==> config.mk <==
export PLATFORM = sky130hd
export DESIGN_NAME = pipeline_hazard_ctrl_flat
export DESIGN_NICKNAME = d
export VERILOG_FILES = /design/src/rtl/hazard_pkg.sv /design/src/rtl/pipeline_hazard_ctrl_if.sv /design/src/rtl/pipeline_hazard_ctrl_forward_unit.sv /design/src/rtl/pipeline_hazard_ctrl.sv /design/src/flat_wrapper.sv
export SDC_FILE = /design/constraint.sdc
export NUM_CORES = 1
export LEC_CHECK = 0
export ABC_AREA = 1
export BUFFER_PORTS_ARGS = -buffer_cell sky130_fd_sc_hd__buf_2
export CORE_UTILIZATION = 45
export DETAILED_ROUTE_END_ITERATION = 12
export PLACE_DENSITY = 0.86
export SYNTH_ARGS = -nofsm -noshare
export SYNTH_HDL_FRONTEND = slang
export SYNTH_SLANG_ARGS = --single-unit
==> constraint.sdc <==
create_clock -name clk -period 1.98 [get_ports clk]
set_input_delay 0.297 -clock clk [delete_from_list [all_inputs] [get_ports clk]]
set_output_delay 0.297 -clock clk [all_outputs]
set_load 0.05 [all_outputs]
==> src/rtl/hazard_pkg.sv <==
// -----------------------------------------------------------------------------
// hazard_pkg
// Shared types for the 5-stage pipeline hazard controller.
//   hz_state_t : controller FSM state (RUN, MEM_WAIT)
//   fwd_sel_t  : ALU operand forwarding select
//                FWD_NONE  = register file value
//                FWD_MEMWB = value in the MEM/WB register
//                FWD_EXMEM = value in the EX/MEM register
// -----------------------------------------------------------------------------
package hazard_pkg;

  typedef enum logic [0:0] {
    RUN      = 1'b0,
    MEM_WAIT = 1'b1
  } hz_state_t;

  typedef logic [1:0] fwd_sel_t;

  localparam fwd_sel_t FWD_NONE  = 2'b00;
  localparam fwd_sel_t FWD_MEMWB = 2'b01;
  localparam fwd_sel_t FWD_EXMEM = 2'b10;

endpackage

==> src/rtl/pipeline_hazard_ctrl_if.sv <==
// -----------------------------------------------------------------------------
// pipeline_hazard_ctrl_if
// Bundle between the pipeline datapath and the hazard controller.
//   master : pipeline side, drives register addresses / stage status and
//            receives enables, flushes, forwarding selects, error and counters
//   slave  : hazard controller side
// Parameters: BIT_SEL (register-address width), CNT_WIDTH (perf counter width)
// -----------------------------------------------------------------------------
interface pipeline_hazard_ctrl_if #(
  parameter int BIT_SEL   = 5,
  parameter int CNT_WIDTH = 16
);
  import hazard_pkg::*;

  // Pipeline status into the controller
  logic [BIT_SEL-1:0]   rs_IFID;
  logic [BIT_SEL-1:0]   rt_IFID;
  logic [BIT_SEL-1:0]   rs_IDEX;
  logic [BIT_SEL-1:0]   rt_IDEX;
  logic                 MemRead_IDEX;
  logic                 RegWrite_EXMEM;
  logic [BIT_SEL-1:0]   dest_EXMEM;
  logic                 RegWrite_MEMWB;
  logic [BIT_SEL-1:0]   dest_MEMWB;
  logic                 branch_taken_EX;
  logic                 jump_ID;
  logic                 dmem_req;
  logic                 dmem_ready;

  // Controls back to the pipeline
  logic                 pc_en;
  logic                 ifid_en;
  logic                 idex_en;
  logic                 exmem_en;
  logic                 ifid_flush;
  logic                 idex_flush;
  logic                 memwb_flush;
  fwd_sel_t             fwd_a;
  fwd_sel_t             fwd_b;
  logic                 mem_err;
  logic [CNT_WIDTH-1:0] stall_cnt;
  logic [CNT_WIDTH-1:0] flush_cnt;

  modport master (
    output rs_IFID, rt_IFID, rs_IDEX, rt_IDEX, MemRead_IDEX,
           RegWrite_EXMEM, dest_EXMEM, RegWrite_MEMWB, dest_MEMWB,
           branch_taken_EX, jump_ID, dmem_req, dmem_ready,
    input  pc_en, ifid_en, idex_en, exmem_en, ifid_flush, idex_flush,
           memwb_flush, fwd_a, fwd_b, mem_err, stall_cnt, flush_cnt
  );

  modport slave (
    input  rs_IFID, rt_IFID, rs_IDEX, rt_IDEX, MemRead_IDEX,
           RegWrite_EXMEM, dest_EXMEM, RegWrite_MEMWB, dest_MEMWB,
           branch_taken_EX, jump_ID, dmem_req, dmem_ready,
    output pc_en, ifid_en, idex_en, exmem_en, ifid_flush, idex_flush,
           memwb_flush, fwd_a, fwd_b, mem_err, stall_cnt, flush_cnt
  );

endinterface

==> src/rtl/pipeline_hazard_ctrl_forward_unit.sv <==
// -----------------------------------------------------------------------------
// forward_unit
// Combinational ALU operand forwarding. The youngest producer (EX/MEM) wins
// over MEM/WB; register 0 is never forwarded.
// Ports:
//   rs_IDEX, rt_IDEX           : EX-stage source registers
//   RegWrite_EXMEM, dest_EXMEM : EX/MEM producer
//   RegWrite_MEMWB, dest_MEMWB : MEM/WB producer
//   fwd_a, fwd_b               : operand A/B source select
// -----------------------------------------------------------------------------
module forward_unit
  import hazard_pkg::*;
#(
  parameter int BIT_SEL = 5
) (
  input  logic [BIT_SEL-1:0] rs_IDEX,
  input  logic [BIT_SEL-1:0] rt_IDEX,
  input  logic               RegWrite_EXMEM,
  input  logic [BIT_SEL-1:0] dest_EXMEM,
  input  logic               RegWrite_MEMWB,
  input  logic [BIT_SEL-1:0] dest_MEMWB,
  output fwd_sel_t           fwd_a,
  output fwd_sel_t           fwd_b
);

  function automatic fwd_sel_t pick_src(input logic [BIT_SEL-1:0] src,
                                        input logic               rw_em,
                                        input logic [BIT_SEL-1:0] d_em,
                                        input logic               rw_mw,
                                        input logic [BIT_SEL-1:0] d_mw);
    fwd_sel_t sel;
    if (rw_em && (d_em != {BIT_SEL{1'b0}}) && (d_em == src)) begin
      sel = FWD_EXMEM;
    end else if (rw_mw && (d_mw != {BIT_SEL{1'b0}}) && (d_mw == src)) begin
      sel = FWD_MEMWB;
    end else begin
      sel = FWD_NONE;
    end
    return sel;
  endfunction

  // Operand source selection for both ALU inputs
  always_comb begin
    fwd_a = pick_src(rs_IDEX, RegWrite_EXMEM, dest_EXMEM, RegWrite_MEMWB, dest_MEMWB);
    fwd_b = pick_src(rt_IDEX, RegWrite_EXMEM, dest_EXMEM, RegWrite_MEMWB, dest_MEMWB);
  end

endmodule

==> src/rtl/pipeline_hazard_ctrl.sv <==
// -----------------------------------------------------------------------------
// pipeline_hazard_ctrl
// Stall/flush/forwarding controller for a 5-stage MIPS pipeline.
// State changes on the falling clock edge, matching the pipeline registers.
// Priority in RUN: memory stall > branch flush > load-use stall > jump flush.
// A memory access that stays unready for MEM_TIMEOUT frozen cycles is dropped,
// the freeze is released and the sticky mem_err flag is set.
// Ports:
//   clk : pipeline clock (falling edge active)
//   rst : asynchronous active-high reset
//   hz  : pipeline_hazard_ctrl_if.slave (all pipeline status and controls)
// Build option: define HAZARD_PERF_EN to get saturating stall_cnt/flush_cnt
// counters; otherwise both outputs are tied to zero.
// -----------------------------------------------------------------------------
module pipeline_hazard_ctrl
  import hazard_pkg::*;
#(
  parameter int BIT_SEL     = 5,
  parameter int MEM_TIMEOUT = 64,
  parameter int CNT_WIDTH   = 16
) (
  input  logic                  clk,
  input  logic                  rst,
  pipeline_hazard_ctrl_if.slave hz
);

  localparam int             WCW       = $clog2(MEM_TIMEOUT + 1);
  localparam logic [WCW-1:0] TIMEOUT_V = WCW'(MEM_TIMEOUT);

  hz_state_t      state_r;
  hz_state_t      next_state_s;
  logic [WCW-1:0] wait_cnt_r;
  logic [WCW-1:0] wait_cnt_nx_s;
  logic           mem_err_r;
  logic           set_err_s;
  logic           release_s;
  logic           load_use_s;

  logic           pc_en_s;
  logic           ifid_en_s;
  logic           idex_en_s;
  logic           exmem_en_s;
  logic           ifid_flush_s;
  logic           idex_flush_s;
  logic           memwb_flush_s;
  fwd_sel_t       fwd_a_s;
  fwd_sel_t       fwd_b_s;

  forward_unit #(.BIT_SEL(BIT_SEL)) u_forward_unit (
    .rs_IDEX        (hz.rs_IDEX),
    .rt_IDEX        (hz.rt_IDEX),
    .RegWrite_EXMEM (hz.RegWrite_EXMEM),
    .dest_EXMEM     (hz.dest_EXMEM),
    .RegWrite_MEMWB (hz.RegWrite_MEMWB),
    .dest_MEMWB     (hz.dest_MEMWB),
    .fwd_a          (fwd_a_s),
    .fwd_b          (fwd_b_s)
  );

  // Load in EX whose destination (rt) feeds the instruction in decode
  always_comb begin
    load_use_s = hz.MemRead_IDEX && (hz.rt_IDEX != {BIT_SEL{1'b0}}) &&
                 ((hz.rt_IDEX == hz.rs_IFID) || (hz.rt_IDEX == hz.rt_IFID));
  end

  // Mealy output decode, next state and wait-counter update
  always_comb begin
    pc_en_s       = 1'b1;
    ifid_en_s     = 1'b1;
    idex_en_s     = 1'b1;
    exmem_en_s    = 1'b1;
    ifid_flush_s  = 1'b0;
    idex_flush_s  = 1'b0;
    memwb_flush_s = 1'b0;
    next_state_s  = state_r;
    wait_cnt_nx_s = wait_cnt_r;
    set_err_s     = 1'b0;
    release_s     = 1'b0;

    case (state_r)
      RUN: begin
        if (hz.dmem_req && !hz.dmem_ready) begin
          pc_en_s       = 1'b0;
          ifid_en_s     = 1'b0;
          idex_en_s     = 1'b0;
          exmem_en_s    = 1'b0;
          memwb_flush_s = 1'b1;
          next_state_s  = MEM_WAIT;
          wait_cnt_nx_s = WCW'(1);
        end else begin
          release_s     = 1'b1;
          wait_cnt_nx_s = {WCW{1'b0}};
        end
      end
      MEM_WAIT: begin
        if (hz.dmem_ready) begin
          release_s     = 1'b1;
          next_state_s  = RUN;
          wait_cnt_nx_s = {WCW{1'b0}};
        end else if (wait_cnt_r >= TIMEOUT_V) begin
          // Abort: drop the access, MEM/WB still receives a bubble
          release_s     = 1'b1;
          memwb_flush_s = 1'b1;
          set_err_s     = 1'b1;
          next_state_s  = RUN;
          wait_cnt_nx_s = {WCW{1'b0}};
        end else begin
          pc_en_s       = 1'b0;
          ifid_en_s     = 1'b0;
          idex_en_s     = 1'b0;
          exmem_en_s    = 1'b0;
          memwb_flush_s = 1'b1;
          wait_cnt_nx_s = wait_cnt_r + WCW'(1);
        end
      end
      default: begin
        next_state_s  = RUN;
        wait_cnt_nx_s = {WCW{1'b0}};
      end
    endcase

    // Lower priorities apply whenever the memory freeze is not holding
    if (release_s) begin
      if (hz.branch_taken_EX) begin
        ifid_flush_s = 1'b1;
        idex_flush_s = 1'b1;
      end else if (load_use_s) begin
        pc_en_s      = 1'b0;
        ifid_en_s    = 1'b0;
        idex_flush_s = 1'b1;
      end else if (hz.jump_ID) begin
        ifid_flush_s = 1'b1;
      end else begin
        ifid_flush_s = 1'b0;
      end
    end else begin
      ifid_flush_s = 1'b0;
    end

    // Reset forces every control low regardless of state
    if (rst) begin
      pc_en_s       = 1'b0;
      ifid_en_s     = 1'b0;
      idex_en_s     = 1'b0;
      exmem_en_s    = 1'b0;
      ifid_flush_s  = 1'b0;
      idex_flush_s  = 1'b0;
      memwb_flush_s = 1'b0;
    end else begin
      next_state_s  = next_state_s;
    end
  end

  // FSM state, wait counter and sticky memory error flag
  always_ff @(negedge clk or posedge rst) begin
    if (rst) begin
      state_r    <= RUN;
      wait_cnt_r <= {WCW{1'b0}};
      mem_err_r  <= 1'b0;
    end else begin
      state_r    <= next_state_s;
      wait_cnt_r <= wait_cnt_nx_s;
      mem_err_r  <= mem_err_r | set_err_s;
    end
  end

`ifdef HAZARD_PERF_EN
  logic [CNT_WIDTH-1:0] stall_cnt_r;
  logic [CNT_WIDTH-1:0] flush_cnt_r;

  // Saturating stall / IF-ID flush event counters
  always_ff @(negedge clk or posedge rst) begin
    if (rst) begin
      stall_cnt_r <= {CNT_WIDTH{1'b0}};
      flush_cnt_r <= {CNT_WIDTH{1'b0}};
    end else begin
      if (!pc_en_s && (stall_cnt_r != {CNT_WIDTH{1'b1}})) begin
        stall_cnt_r <= stall_cnt_r + CNT_WIDTH'(1);
      end
      if (ifid_flush_s && (flush_cnt_r != {CNT_WIDTH{1'b1}})) begin
        flush_cnt_r <= flush_cnt_r + CNT_WIDTH'(1);
      end
    end
  end

  assign hz.stall_cnt = stall_cnt_r;
  assign hz.flush_cnt = flush_cnt_r;
`else
  assign hz.stall_cnt = {CNT_WIDTH{1'b0}};
  assign hz.flush_cnt = {CNT_WIDTH{1'b0}};
`endif

  assign hz.pc_en       = pc_en_s;
  assign hz.ifid_en     = ifid_en_s;
  assign hz.idex_en     = idex_en_s;
  assign hz.exmem_en    = exmem_en_s;
  assign hz.ifid_flush  = ifid_flush_s;
  assign hz.idex_flush  = idex_flush_s;
  assign hz.memwb_flush = memwb_flush_s;
  assign hz.fwd_a       = rst ? FWD_NONE : fwd_a_s;
  assign hz.fwd_b       = rst ? FWD_NONE : fwd_b_s;
  assign hz.mem_err     = mem_err_r;

endmodule

==> src/flat_wrapper.sv <==
// flat-port wrapper written by rule: the top's interface ports become plain ports
module pipeline_hazard_ctrl_flat import hazard_pkg::*;
#(
  parameter int BIT_SEL     = 5,
  parameter int MEM_TIMEOUT = 64,
  parameter int CNT_WIDTH   = 16
)
  (clk, rst, hz_rs_IFID, hz_rt_IFID, hz_rs_IDEX, hz_rt_IDEX, hz_MemRead_IDEX, hz_RegWrite_EXMEM, hz_dest_EXMEM, hz_RegWrite_MEMWB, hz_dest_MEMWB, hz_branch_taken_EX, hz_jump_ID, hz_dmem_req, hz_dmem_ready, hz_pc_en, hz_ifid_en, hz_idex_en, hz_exmem_en, hz_ifid_flush, hz_idex_flush, hz_memwb_flush, hz_fwd_a, hz_fwd_b, hz_mem_err, hz_stall_cnt, hz_flush_cnt);
  pipeline_hazard_ctrl_if #(.BIT_SEL(BIT_SEL), .CNT_WIDTH(CNT_WIDTH)) hz_i ();
  input  logic clk;
  input  logic rst;
  input wire logic [$bits(hz_i.rs_IFID)-1:0] hz_rs_IFID;
  input wire logic [$bits(hz_i.rt_IFID)-1:0] hz_rt_IFID;
  input wire logic [$bits(hz_i.rs_IDEX)-1:0] hz_rs_IDEX;
  input wire logic [$bits(hz_i.rt_IDEX)-1:0] hz_rt_IDEX;
  input wire logic [$bits(hz_i.MemRead_IDEX)-1:0] hz_MemRead_IDEX;
  input wire logic [$bits(hz_i.RegWrite_EXMEM)-1:0] hz_RegWrite_EXMEM;
  input wire logic [$bits(hz_i.dest_EXMEM)-1:0] hz_dest_EXMEM;
  input wire logic [$bits(hz_i.RegWrite_MEMWB)-1:0] hz_RegWrite_MEMWB;
  input wire logic [$bits(hz_i.dest_MEMWB)-1:0] hz_dest_MEMWB;
  input wire logic [$bits(hz_i.branch_taken_EX)-1:0] hz_branch_taken_EX;
  input wire logic [$bits(hz_i.jump_ID)-1:0] hz_jump_ID;
  input wire logic [$bits(hz_i.dmem_req)-1:0] hz_dmem_req;
  input wire logic [$bits(hz_i.dmem_ready)-1:0] hz_dmem_ready;
  output wire logic [$bits(hz_i.pc_en)-1:0] hz_pc_en;
  output wire logic [$bits(hz_i.ifid_en)-1:0] hz_ifid_en;
  output wire logic [$bits(hz_i.idex_en)-1:0] hz_idex_en;
  output wire logic [$bits(hz_i.exmem_en)-1:0] hz_exmem_en;
  output wire logic [$bits(hz_i.ifid_flush)-1:0] hz_ifid_flush;
  output wire logic [$bits(hz_i.idex_flush)-1:0] hz_idex_flush;
  output wire logic [$bits(hz_i.memwb_flush)-1:0] hz_memwb_flush;
  output wire logic [$bits(hz_i.fwd_a)-1:0] hz_fwd_a;
  output wire logic [$bits(hz_i.fwd_b)-1:0] hz_fwd_b;
  output wire logic [$bits(hz_i.mem_err)-1:0] hz_mem_err;
  output wire logic [$bits(hz_i.stall_cnt)-1:0] hz_stall_cnt;
  output wire logic [$bits(hz_i.flush_cnt)-1:0] hz_flush_cnt;
  assign hz_i.rs_IFID = hz_rs_IFID;
  assign hz_i.rt_IFID = hz_rt_IFID;
  assign hz_i.rs_IDEX = hz_rs_IDEX;
  assign hz_i.rt_IDEX = hz_rt_IDEX;
  assign hz_i.MemRead_IDEX = hz_MemRead_IDEX;
  assign hz_i.RegWrite_EXMEM = hz_RegWrite_EXMEM;
  assign hz_i.dest_EXMEM = hz_dest_EXMEM;
  assign hz_i.RegWrite_MEMWB = hz_RegWrite_MEMWB;
  assign hz_i.dest_MEMWB = hz_dest_MEMWB;
  assign hz_i.branch_taken_EX = hz_branch_taken_EX;
  assign hz_i.jump_ID = hz_jump_ID;
  assign hz_i.dmem_req = hz_dmem_req;
  assign hz_i.dmem_ready = hz_dmem_ready;
  assign hz_pc_en = hz_i.pc_en;
  assign hz_ifid_en = hz_i.ifid_en;
  assign hz_idex_en = hz_i.idex_en;
  assign hz_exmem_en = hz_i.exmem_en;
  assign hz_ifid_flush = hz_i.ifid_flush;
  assign hz_idex_flush = hz_i.idex_flush;
  assign hz_memwb_flush = hz_i.memwb_flush;
  assign hz_fwd_a = hz_i.fwd_a;
  assign hz_fwd_b = hz_i.fwd_b;
  assign hz_mem_err = hz_i.mem_err;
  assign hz_stall_cnt = hz_i.stall_cnt;
  assign hz_flush_cnt = hz_i.flush_cnt;
  pipeline_hazard_ctrl #(.BIT_SEL(BIT_SEL), .MEM_TIMEOUT(MEM_TIMEOUT), .CNT_WIDTH(CNT_WIDTH)) u_core (.clk(clk), .rst(rst), .hz(hz_i));
endmodule
# After elaboration in Yosys (flattened, before gate mapping)
# Cells that the tools add are included.
[totals]
word_cells = 64
reg_bits = 9
output_inout_bits = 44
inputBits = 39
[classes]
n_mux = 37
eq_ne = 6
addsub = 1
bitwise_logic = 2
magnitude_cmp = 1
n_reduce_logical = 14
[ops]
columns = ["operator", "n"]
rows = [
  ["5-bit equality test", 6],
  ["1-bit 2-to-1 mux", 27],
  ["5-bit nonzero test", 3],
  ["7-bit 2-to-1 mux", 2],
  ["7-bit case mux with 2 select lines", 1],
  ["1-bit logical AND", 9],
  ["2-bit 2-to-1 mux", 4],
  ["7-bit by 1-bit adder with 7-bit output (second input constant)", 1],
  ["7-bit >= comparator (second input constant)", 1],
  ["1-bit case mux with 2 select lines", 3],
  ["1-bit zero test", 1],
  ["1-bit logical OR", 1],
  ["1-bit inverter", 1],
  ["1-bit OR", 1],
]

# Depth between registers and ports, before layout
[logic_depth]
depth_word = 7
mapped_depth = 11
depth_no_buf = 9

# Cells and area by module
# Synthesis repeated with hierarchy kept, for this count alone.
[hier_totals]
cells_unflattened = 225
hier_area_um2 = 1302.5
[by_module_without_submodules]
columns = ["module", "area_per_inst_um2", "instances", "cells_per_inst", "seq_area_each_um2"]
rows = [
  ["pipeline_hazard_ctrl", 939.7, 1, 144, 225.2],
  ["forward_unit", 362.8, 1, 81, 0.0],
]

==> metrics <==
violations in the final reports=negative setup slack; number of enable flip-flop cells after synthesis=0; clock tree sinks=9; count of boundary I/O pins=83; number of cells on the worst reg-to-reg path=5; GR peak layer=met2; total inserted antenna cells=0; Seq cells post-synth=9; most used flip-flop cell after synthesis=sky130_fd_sc_hd__dfrtn_1; number of max-capacitance violations reported=0; DP Wirelength=2.06 mm; area of combinational cells with multiple inputs=793 um^2; number of iterations in the first detailed-routing pass=4; post-synthesis to final-layout area growth=31.6%; area of the core region=2520 um^2; fraction of layout cells with a size suffix above 1=32.0%; worst hold slack=0.457 ns; Die Footprint=2910 um^2; number of clock buffers inserted by TritonCTS=3; CTS H-Tree Depth=1; reg-to-reg setup timing slack=0.84 ns; first-pass GRT wire length=4.10 mm; maximum number of pins on one net before global-route repair=10; r2r startpoint=u_core.wait_cnt_r[2]; initial drt markers=20; count of final max-slew check failures=0; combined area of all synthesized cells=1220 um^2; VDD IR-drop max=0.413 mV; run status=finished with violations; cell with the biggest individual delay on the critical path=sky130_fd_sc_hd__dfrtn_1; die boundary height=54.0 um; setup-violating endpoint count in the final report=8; number of buffers added on ports=50; global routing usage on met1=23.8%; maximum count of clock buffers along a single path=2; clock-pin slew on the worst setup and hold paths=0.04 ns; number of unique standard cell types used by synthesis=24; leakage power total=0.912 nW; final net count=289; fill cell instance count of the final layout=230; Worst-Skew Late Latency=0.26 ns; clock share of power=17.3%; end of the worst hold path=u_core.hz.mem_err; maximum fanout count along the critical path=4; Remaining Overflow, GRT=0; gate count after technology mapping=187; fraction of the yosys area taken by sequential cells=18.5%; total internal power=0.408 mW; Critical Path RT=1.68 ns; WS Path Type=reg2out; Final Hold Violating Endpoints=0; number of remaining DRC errors=0; post-synthesis area per instance=6.50 um^2; PnR Total Power=0.772 mW; CTS Hold Bufs=0; most common cell after layout, fill and taps aside=sky130_fd_sc_hd__buf_2; per-cell routed wire length=9.25 um; Switching Share=47.1%; remaining antenna violation count=0; total number of yosys warnings=0; switching power summed over all nets=0.364 mW; sequential cell fraction of total power=25.3%; DR vias=1192; sort of element at the end of the critical path=output pin; met2 Track Usage GR=33.7%; hold depth=1; critical hold path startpoint=u_core.hz.mem_err; routability congestion estimate from global placement=0.868; cells traversed along the worst timing path=nor2_1 -> nand2_1 -> nand2_2 -> nor2_4 -> a21boi_4 -> buf_6; routed wire length=2.56 mm; destination of the worst register-to-register timing path=u_core.wait_cnt_r[5]; commonest non-fill, non-tap cells in the layout=42 x sky130_fd_sc_hd__buf_2, 35 x sky130_fd_sc_hd__nand2_1, 32 x sky130_fd_sc_hd__conb_1, 23 x sky130_fd_sc_hd__inv_1, 20 x sky130_fd_sc_hd__nor2_1; power density over the cells=482 nW/um^2; average via count per standard cell=4.30; Crit path arrival time=2.42 ns; Starting Density=48.2%; met3 usage in global routing=3.11%; Max stage delay on crit path=0.42 ns; number of antenna violations at the first check in global routing=0; post-route clock skew=0.00221 ns; storage element area=225 um^2; vias in the first global route=1025; minimum setup slack in the final design=-0.737 ns; unrepaired setup endpoints after global routing=yes; clock tree root driver cell=sky130_fd_sc_hd__clkbuf_4; proportion of synthesized flip-flops having asynchronous set or reset=100%; standard-cell row count=18; critical path launch point type=flop; Die X-Extent=54.0 um; GRT Resource Usage Total=19.3%; worst hold-check path type=reg2reg; placement-stage worst setup slack=-0.590 ns; TritonCTS clock tree=done; Gate power share=57.3%
final cells by class:
cell class	count	area share, %
Clock buffer	4	1.64
Inverter	28	6.80
Multi-Input combinational cell	145	49.6
Sequential cell	9	14.1
Tap cell	30	2.35
Timing Repair Buffer	61	25.6
cell families after synthesis:
| family | share of synthesized area [%] |
|---|---|
| adder cells (fa/ha/maj) | 2.06 |
| other | 0.308 |
| AND/OR/NAND/NOR | 29.1 |
| XOR/XNOR | 15.1 |
| flip-flops | 18.5 |
| buffers and inverters | 30.5 |
| AO/OA/AOI/OAI | 4.42 |
how the worst max path moves through the flow:
stage / end / from / slack (ns) / cells past startpoint
detailed placement: hz_idex_flush / u_core.state_r / -0.59 / 6
global route: hz_idex_flush / u_core.state_r / -0.81 / 6
global placement: hz_idex_flush / u_core.state_r / -0.54 / 6
floorplan: hz_pc_en / u_core.state_r / -0.81 / 7
finish: hz_idex_flush / u_core.state_r / -0.74 / 6
CTS: hz_idex_flush / u_core.state_r / -0.71 / 6
flip-flops by register name, indices dropped and copies added, names as in the netlist:
| name | count |
|---|---|
| u_core.hz.mem_err | 1 |
| u_core.state_r | 1 |
| u_core.wait_cnt_r | 7 |
synthesized netlist by cell type, types with 2 or more instances:
| cell | count | area [um^2] |
|---|---|---|
| sky130_fd_sc_hd__a21oi_1 | 3 | 15.0 |
| sky130_fd_sc_hd__buf_2 | 2 | 10.0 |
| sky130_fd_sc_hd__buf_4 | 34 | 255 |
| sky130_fd_sc_hd__dfrtn_1 | 9 | 225 |
| sky130_fd_sc_hd__ha_1 | 2 | 25.0 |
| sky130_fd_sc_hd__inv_1 | 24 | 90.1 |
| sky130_fd_sc_hd__inv_2 | 4 | 15.0 |
| sky130_fd_sc_hd__nand2_1 | 37 | 139 |
| sky130_fd_sc_hd__nand3_1 | 10 | 50.1 |
| sky130_fd_sc_hd__nand4_1 | 4 | 25.0 |
| sky130_fd_sc_hd__nor2_1 | 22 | 82.6 |
| sky130_fd_sc_hd__nor3b_1 | 2 | 15.0 |
| sky130_fd_sc_hd__nor4_1 | 2 | 12.5 |
| sky130_fd_sc_hd__o21ai_0 | 3 | 15.0 |
| sky130_fd_sc_hd__xnor2_1 | 15 | 131 |
| sky130_fd_sc_hd__xor2_1 | 6 | 52.6 |
critical path, delay by kind of cell (launching register included):
family / cells / cell delay [ns]
AO/OA/AOI/OAI: 1 / 0.20
AND/OR/NAND/NOR: 4 / 0.37
buffers and inverters: 1 / 0.17
flip-flops: 1 / 0.42
power groups by stage:
stage	Clock [mW]	Combinational (mW)	Sequential [mW]
after floorplan	0	0.355	0.198
after global placement	0	0.383	0.199
after detailed placement	0	0.387	0.199
after CTS	0.139	0.433	0.195
after global routing	0.152	0.478	0.196
final	0.134	0.443	0.196
metrics by stage:
stage / setup TNS, ns / utilization, % / cell area, um^2 / cells
2_1_floorplan: -4.27 / - / 1390 / 218
3_3_place_gp: -3.15 / 56.8 / 1430 / 266
3_5_place_dp: -3.42 / 56.8 / 1430 / 266
4_1_cts: -4.70 / 62.5 / 1580 / 276
5_1_grt: -5.44 / 63.4 / 1600 / 277
6_report: -4.86 / 63.4 / 1600 / 277
metal layers:
layer / wire [um] / share of wire [%] / up-vias
met5: 0 / 0 / -
met4: 13 / 0.51 / 0
met3: 142 / 5.5 / 2
met2: 1250 / 49 / 48
met1: 1160 / 45 / 519
li1: - / - / 623
what timing repair did:
action,4_1_cts,5_1_grt
pin swaps,5,0
gates resized for setup,22,4
endpoints found under the setup margin,8,8
setup buffers,6,2
Power figures use the tool's default switching activity.
